<file path="src/rtl/morse_pkg.sv">
// Shared symbol codes, FSM state encoding and default timing for the Morse keyer.
package morse_pkg;

   localparam logic [1:0] SYM_DOT  = 2'b00;
   localparam logic [1:0] SYM_DASH = 2'b01;
   localparam logic [1:0] SYM_LGAP = 2'b10;
   localparam logic [1:0] SYM_WGAP = 2'b11;

   typedef enum logic [1:0] {
      IDLE  = 2'd0,
      MARK  = 2'd1,
      SPACE = 2'd2
   } state_t;

   localparam int DEF_DIV        = 4;
   localparam int DEF_DASH_UNITS = 3;
   localparam int DEF_LGAP_UNITS = 2;
   localparam int DEF_WGAP_UNITS = 6;

   function automatic int max3(input int a, input int b, input int c);
      int m;
      m = (a > b) ? a : b;
      return (m > c) ? m : c;
   endfunction

endpackage

</file>
<file path="src/rtl/morse_sym_fifo.sv">
// Small symbol FIFO placed ahead of the keyer FSM when MORSE_KEYER_FIFO_EN is defined.
module morse_sym_fifo #(
   parameter int DEPTH = 4,
   parameter int W     = 2
) (
   input  logic         clk,
   input  logic         rst,
   input  logic         push,
   input  logic [W-1:0] push_data,
   input  logic         pop,
   output logic [W-1:0] pop_data,
   output logic         full,
   output logic         empty
);

   localparam int PTR_W = (DEPTH > 1) ? $clog2(DEPTH) : 1;
   localparam int CNT_W = $clog2(DEPTH + 1);

   logic [W-1:0]     mem [DEPTH];
   logic [PTR_W-1:0] wr_ptr, rd_ptr;
   logic [CNT_W-1:0] count;
   logic             do_push, do_pop;

   assign full     = (count == CNT_W'(DEPTH));
   assign empty    = (count == '0);
   assign do_push  = push && !full;
   assign do_pop   = pop && !empty;
   assign pop_data = mem[rd_ptr];

   always_ff @(posedge clk or posedge rst) begin
      if (rst) begin
         wr_ptr <= '0;
         rd_ptr <= '0;
         count  <= '0;
      end else begin
         if (do_push) begin
            mem[wr_ptr] <= push_data;
            wr_ptr      <= wr_ptr + 1'b1;
         end
         if (do_pop)
            rd_ptr <= rd_ptr + 1'b1;
         // simultaneous push and pop leaves occupancy unchanged
         case ({do_push, do_pop})
            2'b10:   count <= count + 1'b1;
            2'b01:   count <= count - 1'b1;
            default: count <= count;
         endcase
      end
   end

endmodule

</file>
<file path="src/rtl/morse_keyer.sv">
// Morse element generator: symbols in over valid/ready, unit-timed keying on serial_out.
// Define MORSE_KEYER_FIFO_EN to buffer up to four symbols ahead of the FSM.
module morse_keyer
   import morse_pkg::*;
#(
   parameter int DIV        = DEF_DIV,
   parameter int DASH_UNITS = DEF_DASH_UNITS,
   parameter int LGAP_UNITS = DEF_LGAP_UNITS,
   parameter int WGAP_UNITS = DEF_WGAP_UNITS
) (
   input  logic       clk,
   input  logic       rst,
   input  logic [1:0] sym_in,
   input  logic       sym_valid,
   output logic       sym_ready,
   output logic       serial_out,
   output logic       busy,
   output logic       unit_tick
);

   localparam int DIV_W  = (DIV > 1) ? $clog2(DIV) : 1;
   localparam int UNIT_W = $clog2(max3(DASH_UNITS, LGAP_UNITS, WGAP_UNITS) + 1);

   localparam logic [DIV_W-1:0]  DIV_LAST = DIV_W'(DIV - 1);
   localparam logic [UNIT_W-1:0] ONE_U    = UNIT_W'(1);
   localparam logic [UNIT_W-1:0] DASH_U   = UNIT_W'(DASH_UNITS);
   localparam logic [UNIT_W-1:0] LGAP_U   = UNIT_W'(LGAP_UNITS);
   localparam logic [UNIT_W-1:0] WGAP_U   = UNIT_W'(WGAP_UNITS);

   state_t            state;
   logic [DIV_W-1:0]  div_cnt;
   logic [UNIT_W-1:0] unit_cnt;
   logic              take;
   logic [1:0]        sym;
   logic              unit_end;

`ifdef MORSE_KEYER_FIFO_EN
   logic fifo_full, fifo_empty;

   morse_sym_fifo #(.DEPTH(4), .W(2)) u_fifo (
      .clk       (clk),
      .rst       (rst),
      .push      (sym_valid),
      .push_data (sym_in),
      .pop       (take),
      .pop_data  (sym),
      .full      (fifo_full),
      .empty     (fifo_empty)
   );

   // the pop is the accept; a freshly pushed symbol waits one edge
   assign take      = (state == IDLE) && !fifo_empty;
   assign sym_ready = !fifo_full;
   assign busy      = (state != IDLE) || !fifo_empty;
`else
   assign take      = sym_valid && (state == IDLE);
   assign sym       = sym_in;
   assign sym_ready = (state == IDLE);
   assign busy      = (state != IDLE);
`endif

   assign unit_end  = (state != IDLE) && (div_cnt == DIV_LAST);
   assign unit_tick = unit_end;

   always_ff @(posedge clk or posedge rst) begin
      if (rst) begin
         state      <= IDLE;
         div_cnt    <= '0;
         unit_cnt   <= '0;
         serial_out <= 1'b0;
      end else begin
         case (state)
            IDLE: begin
               if (take) begin
                  div_cnt <= '0;
                  case (sym)
                     SYM_DOT:  begin state <= MARK;  unit_cnt <= ONE_U;  serial_out <= 1'b1; end
                     SYM_DASH: begin state <= MARK;  unit_cnt <= DASH_U; serial_out <= 1'b1; end
                     SYM_LGAP: begin state <= SPACE; unit_cnt <= LGAP_U; serial_out <= 1'b0; end
                     default:  begin state <= SPACE; unit_cnt <= WGAP_U; serial_out <= 1'b0; end
                  endcase
               end
            end
            MARK, SPACE: begin
               if (unit_end) begin
                  div_cnt <= '0;
                  if (unit_cnt == ONE_U) begin
                     // every mark is followed by a one-unit inter-element space
                     if (state == MARK) begin
                        state      <= SPACE;
                        unit_cnt   <= ONE_U;
                        serial_out <= 1'b0;
                     end else begin
                        state    <= IDLE;
                        unit_cnt <= '0;
                     end
                  end else begin
                     unit_cnt <= unit_cnt - 1'b1;
                  end
               end else begin
                  div_cnt <= div_cnt + 1'b1;
               end
            end
            default: begin
               state      <= IDLE;
               div_cnt    <= '0;
               unit_cnt   <= '0;
               serial_out <= 1'b0;
            end
         endcase
      end
   end

endmodule

</file>
<file path="config.mk">
export PLATFORM = sky130hd
export DESIGN_NAME = morse_keyer
export DESIGN_NICKNAME = d
export VERILOG_FILES = /design/src/rtl/morse_pkg.sv /design/src/rtl/morse_sym_fifo.sv /design/src/rtl/morse_keyer.sv
export SDC_FILE = /design/constraint.sdc
export NUM_CORES = 1
export LEC_CHECK = 0
export CORE_AREA = 2 2 39 41
export DETAILED_ROUTE_END_ITERATION = 6
export DIE_AREA = 0 0 41 43
export PLACE_DENSITY = 0.83
export SYNTH_ARGS = -nofsm -noshare
export SYNTH_HDL_FRONTEND = slang
export SYNTH_HIERARCHICAL = 1
export SYNTH_SLANG_ARGS = --single-unit
</file>
<file path="constraint.sdc">
create_clock -name clk -period 2.6 [get_ports clk]
set_clock_uncertainty 0.05 [all_clocks]
set_input_delay 0.52 -clock clk [delete_from_list [all_inputs] [get_ports clk]]
set_output_delay 0.52 -clock clk [all_outputs]
set_load 0.01 [all_outputs]
</file>
---- After elaboration in Yosys (flattened, before gate mapping) ----
Index checks and enable logic that the tools add are counted.
storage, ports and cells
  register bits after elaboration ......... 8
  input bits .............................. 5
  output and inout bits ................... 4
  logic and storage cells ................. 47
operators by class
  $add $sub $neg .......................... 2
  equality and inequality tests ........... 10
  mux-type cells .......................... 21
  reductions and logical operators ........ 10
operator list
  kind                 count
  $mux 2               7
  $mux 3               3
  $pmux 3 s3           1
  $pmux 2 s2           2
  $eq 2x2->1 const B   3
  $mux 1               6
  $ne 2x2->1 const B   3
  $pmux 3 s2           1
  $eq 2x1->1 const B   2
  $logic_not 2->1      2
  $reduce_and 4->1     1
  $reduce_or 2->1      2
  $eq 3x1->1 const B   1
  $reduce_and 3->1     1
  $sub 3x1->3 const B  1
  $add 2x1->2 const B  1
  $logic_and 1x1->1    2
  $ne 2x1->1 const B   1
  $pmux 1 s2           1
  $reduce_and 2->1     1
  $reduce_bool 2->1    1

---- Longest topological paths before layout ----
Gate-level depths: netlist of run 1.
  word-level depth ........................ 5
  mapped depth ............................ 6
  mapped depth without buffers ............ 5

---- Worst setup path after synthesis of run 1 ----
OpenSTA, ideal clock, no wires.
  path kind ............................... flip-flop to flip-flop
  start point ............................. register state[0]
  end point ............................... register serial_out
  data arrival time ....................... 1522 ps
  data required time ...................... 2422 ps
  setup slack ............................. 900 ps
  stages on the path, launching flop included .. 6
  cells stage by stage .................... dfrtp_1 inv_1 ha_1 nand2b_4 a221oi_2 mux2_1
on the way
  cells in the longest elaborated chain, start to end .. 4
  elaborated cells between the ends (all ways) .. 13
RTL lines
  item                        line               RTL
  start, declared             morse_keyer.sv:30  state_t state;
  start signal, assigned      morse_keyer.sv:67  state <= IDLE;
  start signal, assigned      morse_keyer.sv:77  SYM_DOT: begin state <= MARK; unit_cnt <= ONE_U; serial_out <= 1'b1; end
  start signal, assigned      morse_keyer.sv:78  SYM_DASH: begin state <= MARK; unit_cnt <= DASH_U; serial_out <= 1'b1; end
  $logic_not 2->1 *           -
  via sym_ready               morse_keyer.sv:15  output logic sym_ready,
  $logic_and 1x1->1           morse_keyer.sv:56  assign take = sym_valid && (state == IDLE);
  $ne 2x1->1 (no line)        -
  $reduce_and 4->1 (no line)  -
  end signal, assigned        morse_keyer.sv:70  serial_out <= 1'b0;
  end signal, assigned        morse_keyer.sv:77
  end signal, assigned        morse_keyer.sv:78
  end, declared               morse_keyer.sv:16  output logic serial_out,
Mark *: on every way through the listed nets, which the timed path passes. The rest lies on a longest branch.
A chain may end at the register's enable or synchronous reset.

---- Worst setup path after layout of run 1 ----
  start point ............................. register state[0]
  end point ............................... output unit_tick
on the way
  cells in the longest elaborated chain, start to end .. 2
RTL lines
  item               line               RTL
  $reduce_bool 2->1  morse_keyer.sv:62  assign unit_end = (state != IDLE) && (div_cnt == DIV_LAST);
  $logic_and 1x1->1  morse_keyer.sv:62
  end, declared      morse_keyer.sv:18  output logic unit_tick
Every way passes these cells.

==> results.txt, run 1 <==
post-synthesis adder-cell area fraction - 0.140
Final #Nets - 83
Hold WS - 446 ps
Area growth, synth to finish - 17.0%
Crit path arrival time - 1880 ps
final antenna-violating net count - 0
DRT Pass-1 Iters - 6
largest net degree at the start of global routing - 14
postcts setup bufs - 0
reg2reg path depth - 5
Setup-failing EPs final - 0
# port buffers - 8
Critical-path top delay cell - clkdlybuf4s50_1
most frequent cells in the layout - inv_1 (8), dfrtp_1 (8), clkdlybuf4s50_1 (8)
fill count - 140
# rows - 14
HP Class - in -> async
Leakage - 0.000344 µW
Post-CTS Hold Buffers - 0
crit share post-route - 0.940
register-to-register path setup slack - 770 ps
gr usage total - 0.184
Crit Path Class - reg -> out
Hold Fails Final Rpt - 0
RR Startpoint - state[0]
IO Pins - 9
CP Max Fanout - 8
Max rail drop VDD - 876 µV
clock sink count - 8
Power Dens Cells - 1250 nW/µm²
register area share after synthesis - 0.319
Synth Instances - 60
Avg Inst Size Synth - 10.4 µm²
DR vias - 480
grt ovf - 0
Startpoint Class - flop
vias in the first global route - 468
# Max-Cap Violations - 0
Setup TNS Final - 0 ps
core area - 1380 µm²
first-pass GRT wire length - 2170 µm
largest family of logic cells by synthesized area - compound AO/OA/AOI/OAI gates
Resize count post-CTS - 0
Worst Tran Pin Value - 363 ps
YS warnings - 6
initial drt markers - 8
mux share of post-synthesis cell area - 0.0419
Die Y - 43 µm
mapped cell area - 627 µm²
WL per Instance - 15.2 µm
CP required - 2030 ps
Worst R2R End - unit_cnt[0]
Initial Util - 0.453
Critical Path Most Common Cell - inv_1
Setup crit end kind - output port
Mapped Nets - 72
Setup crit end - unit_tick
Worst Setup SP - state[0]
Die Footprint - 1760 µm²
maximum clock rate - 409 MHz
number of remaining DRC errors - 0
Final Wtd Congestion - 0.870
Critical Path, Cell by Cell - inv_1 > ha_1 > nand2b_4 > inv_1 > clkdlybuf4s50_1
Routed Wire Length - 1290 µm
DPL Wire Length - 925 µm
drt via density - 5.65
CTS max path bufs - 2
register bit total from synthesis - 8
clock latency on the worst-skew pair - 270 ps
Slew Limit Fails - 0
total CTS buffers - 3
Antenna diodes - 0
max_slew headroom - 0.758
share of post-route cells with drive strength above 1 - 0.116
Final min period - 2450 ps
htree depth - 1
initial antenna violation count - 0
RSZ-0062 raised after global routing - no
Synth Area in XOR/XNOR - 0
clock root cell - clkbuf_4
CP max stage delay - 530 ps
simple-gate share of the synthesized area - 0.202
Netlist cell types - 30
TritonCTS clock tree - done
Die W - 41 µm
post-synthesis compound-gate area fraction - 0.224
status - finished clean
Clock transition at path regs - 60 ps
-- worst min path at each step --
stage                        endpoint  slack [ps]  depth (start not counted)
final                     unit_cnt[1]         450                          2
after global routing       serial_out         480                          1
after CTS                  serial_out         450                          1
after detailed placement   serial_out         440                          1
after global placement     div_cnt[1]         420                          2
after floorplan            div_cnt[0]         290                          1
-- worst max-delay path: cells and delay by family, from the launching register on --
family	cells	cell delay, ps
flip-flops	1	410
adder cells (fa/ha/maj)	1	300
buffers and inverters	3	700
AND/OR/NAND/NOR	1	210
-- logic make-up after synthesis --
family | count (synthesis)
AO/OA/AOI/OAI | 17
adder cells (fa/ha/maj) | 7
buffers and inverters | 10
flip-flops | 8
multiplexers | 2
AND/OR/NAND/NOR | 16
-- synth_stat cells (all sizes together) --
cell type  count  share of area
o2bb2ai        1          0.014
inv            8          0.048
a21oi          2          0.016
mux2           2          0.042
a221o          1          0.016
dfrtp          8           0.32
o32ai          1          0.014
nand2b         3          0.042
a211o          1          0.014
nor2b          3          0.042
or2            1          0.010
o21ai          3          0.024
a22o           3          0.042
and2           1          0.010
and4b          1          0.016
nand3b         1          0.012
o21a           1          0.012
a221oi         1          0.024
buf            2          0.026
a211oi         2          0.024
ha             7           0.14
a21o           1          0.024
nand2          2          0.012
nand4bb        1          0.018
nor4bb         1          0.016
nor3b          2          0.024
-- where the power goes --
group	total (µW)	switching (µW)	internal, µW
clock network	105	51.1	53.4
logic	588	271	317
registers	224	44.8	179
-- final cells by class --
| class | count | area (µm²) | share of cell area |
|---|---|---|---|
| clock buffer | 3 | 22.5 | 0.0307 |
| inverter | 8 | 30.0 | 0.0410 |
| multi-input combinational | 42 | 380 | 0.519 |
| sequential | 8 | 200 | 0.273 |
| tap | 16 | 20.0 | 0.0273 |
| timing repair buffer | 8 | 80.1 | 0.109 |
-- per-stage QoR --
stage	worst slack (ps)	util	power, µW	area [µm²]	cells
after floorplan	900	-	675	627	60
after global placement	525	0.514	791	711	82
after detailed placement	481	0.514	805	711	82
after CTS	172	0.530	911	733	85
after global routing	52.0	0.530	991	733	85
final	155	0.530	917	733	85
-- layer usage --
| layer | global-route usage | part of all wire | wire length (µm) |
|---|---|---|---|
| met3 | 0.0471 | 0.050 | 64 |
| met1 | 0.260 | 0.47 | 605 |
| met2 | 0.253 | 0.46 | 596 |
| met5 | 0 | 0 | 0 |
| met4 | 0.0867 | 0.019 | 25 |
-- state kept, by name (all words and copies together) (netlist names) --
name        cells
unit_cnt        3
div_cnt         2
state           2
serial_out      1
No activity file was read; power rests on OpenSTA's default activity.
==> inputs of run 2 (changes only) <==
--- a/config.mk
+++ b/config.mk
@@ -5,10 +5,13 @@
 export SDC_FILE = /design/constraint.sdc
 export NUM_CORES = 1
 export LEC_CHECK = 0
-export CORE_AREA = 2 2 39 41
+export CELL_PAD_IN_SITES_DETAIL_PLACEMENT = 1
+export CELL_PAD_IN_SITES_GLOBAL_PLACEMENT = 2
+export CORE_ASPECT_RATIO = 1.1
+export CORE_UTILIZATION = 35
 export DETAILED_ROUTE_END_ITERATION = 6
-export DIE_AREA = 0 0 41 43
-export PLACE_DENSITY = 0.83
+export MAX_ROUTING_LAYER = met4
+export PLACE_DENSITY = 0.92
 export SYNTH_ARGS = -nofsm -noshare
 export SYNTH_HDL_FRONTEND = slang
 export SYNTH_HIERARCHICAL = 1
==> results.txt, run 2 (synthesized netlist as in run 1, its figures left out) <==
Initial Util - 0.388
Routed Wire Length - 1380 µm
DPL Wire Length - 1080 µm
vias in the first global route - 519
CP required - 2030 ps
TritonCTS clock tree - done
Hold Path Stages - 2
initial antenna violation count - 0
Worst R2R End - serial_out
clock sink count - 8
DRT Pass-1 Iters - 4
Largest regs - unit_cnt: 3 flops, div_cnt: 2 flops, state: 2 flops
Setup TNS Final - 0 ps
CP Max Fanout - 8
Die Footprint - 1960 µm²
Worst Tran Pin Value - 388 ps
most frequent cells in the layout - inv_1 (8), dfrtp_1 (8), clkdlybuf4s50_1 (8)
CTS max path bufs - 2
Critical Path Most Common Cell - inv_1
Startpoint Class - flop
Largest register FFs - 3
Die Y - 46.4 µm
Die W - 42.4 µm
CP max stage delay - 530 ps
Hold Fails Final Rpt - 0
HP Class - reg -> reg
clock latency on the worst-skew pair - 250 ps
Setup-failing EPs final - 0
largest net degree at the start of global routing - 14
RR Startpoint - state[0]
IO Pins - 9
hold_sp - div_cnt[1]
initial drt markers - 5
status - finished clean
number of remaining DRC errors - 0
Critical Path, Cell by Cell - inv_1 > ha_1 > nand2b_4 > inv_1 > clkdlybuf4s50_1
drt via density - 5.58
total CTS buffers - 3
# port buffers - 8
# rows - 15
Resize count post-CTS - 0
Final min period - 2420 ps
Crit Path Class - reg -> out
htree depth - 1
RSZ-0062 raised after global routing - no
clock root cell - clkbuf_4
DR vias - 480
# Max-Cap Violations - 0
Power Dens Cells - 1250 nW/µm²
final antenna-violating net count - 0
Setup crit end kind - output port
postcts setup bufs - 0
Final #Nets - 83
maximum clock rate - 414 MHz
Clock transition at path regs - 50 ps
first-pass GRT wire length - 2440 µm
largest reg by FF count - unit_cnt
grt ovf - 0
WL per Instance - 16.0 µm
Critical-path top delay cell - clkdlybuf4s50_1
Max rail drop VDD - 469 µV
Area growth, synth to finish - 17.2%
Worst Hold End - div_cnt[1]
crit share post-route - 0.929
max_slew headroom - 0.740
Post-CTS Hold Buffers - 0
Leakage - 0.000344 µW
share of post-route cells with drive strength above 1 - 0.116
Slew Limit Fails - 0
gr usage total - 0.180
Crit path arrival time - 1850 ps
register-to-register path setup slack - 730 ps
total power - 915 µW
reg2reg path depth - 4
core area - 1610 µm²
Antenna diodes - 0
Final Wtd Congestion - 0.740
## run 2: cell counts in the layout (fill, tap and decap cells not counted)
Identical to the previous run, type by type.
## run 2: critical path: cells and delay by family (launching register included)
kind | cells | cell delay, ps
and+or+nand+nor | 1 | 210
adders and majority gates | 1 | 290
DFF | 1 | 400
buffers and inverters | 3 | 690
## run 2: layout make-up
cell class / instances / area [µm²]
multi-input combinational: 42 / 380
clock buffer: 3 / 22.5
tap: 17 / 21.3
sequential: 8 / 200
timing repair buffer: 8 / 80.1
fill: 192 / 880
inverter: 8 / 30.0
## run 2: how the worst max path moves through the flow
stage	from	to	slack, ps	cells after the start
6_report	state[0]	unit_tick	180	5
5_1_grt	state[0]	unit_tick	60	5
4_1_cts	state[0]	unit_tick	170	5
3_5_place_dp	state[0]	unit_tick	460	5
3_3_place_gp	state[0]	unit_tick	500	5
2_1_floorplan	state[0]	serial_out	900	5
## run 2: per-stage QoR
step                      std cells  setup slack (ps)  utilization  cell area [µm²]  hold WS (ps)
after global routing             86              60.8        0.455              734           472
after CTS                        86               175        0.455              734           445
after detailed placement         83               459        0.441              712           432
after global placement           83               504        0.441              712           419
after floorplan                  60               900            -              627           286
final                            86               185        0.455              734           437
## run 2: power by group
group          total [µW]  switching, µW  internal (µW)  leakage (µW)
logic                 596            278            317      0.000229
registers             225           45.9            179      0.000102
clock network        94.2           41.4           52.8     0.0000138
## run 2: metal layers
| layer | track usage | routed length [µm] |
|---|---|---|
| met5 | - | 0 |
| met4 | 0.0188 | 0 |
| met3 | 0.0745 | 52 |
| met2 | 0.305 | 678 |
| met1 | 0.208 | 648 |
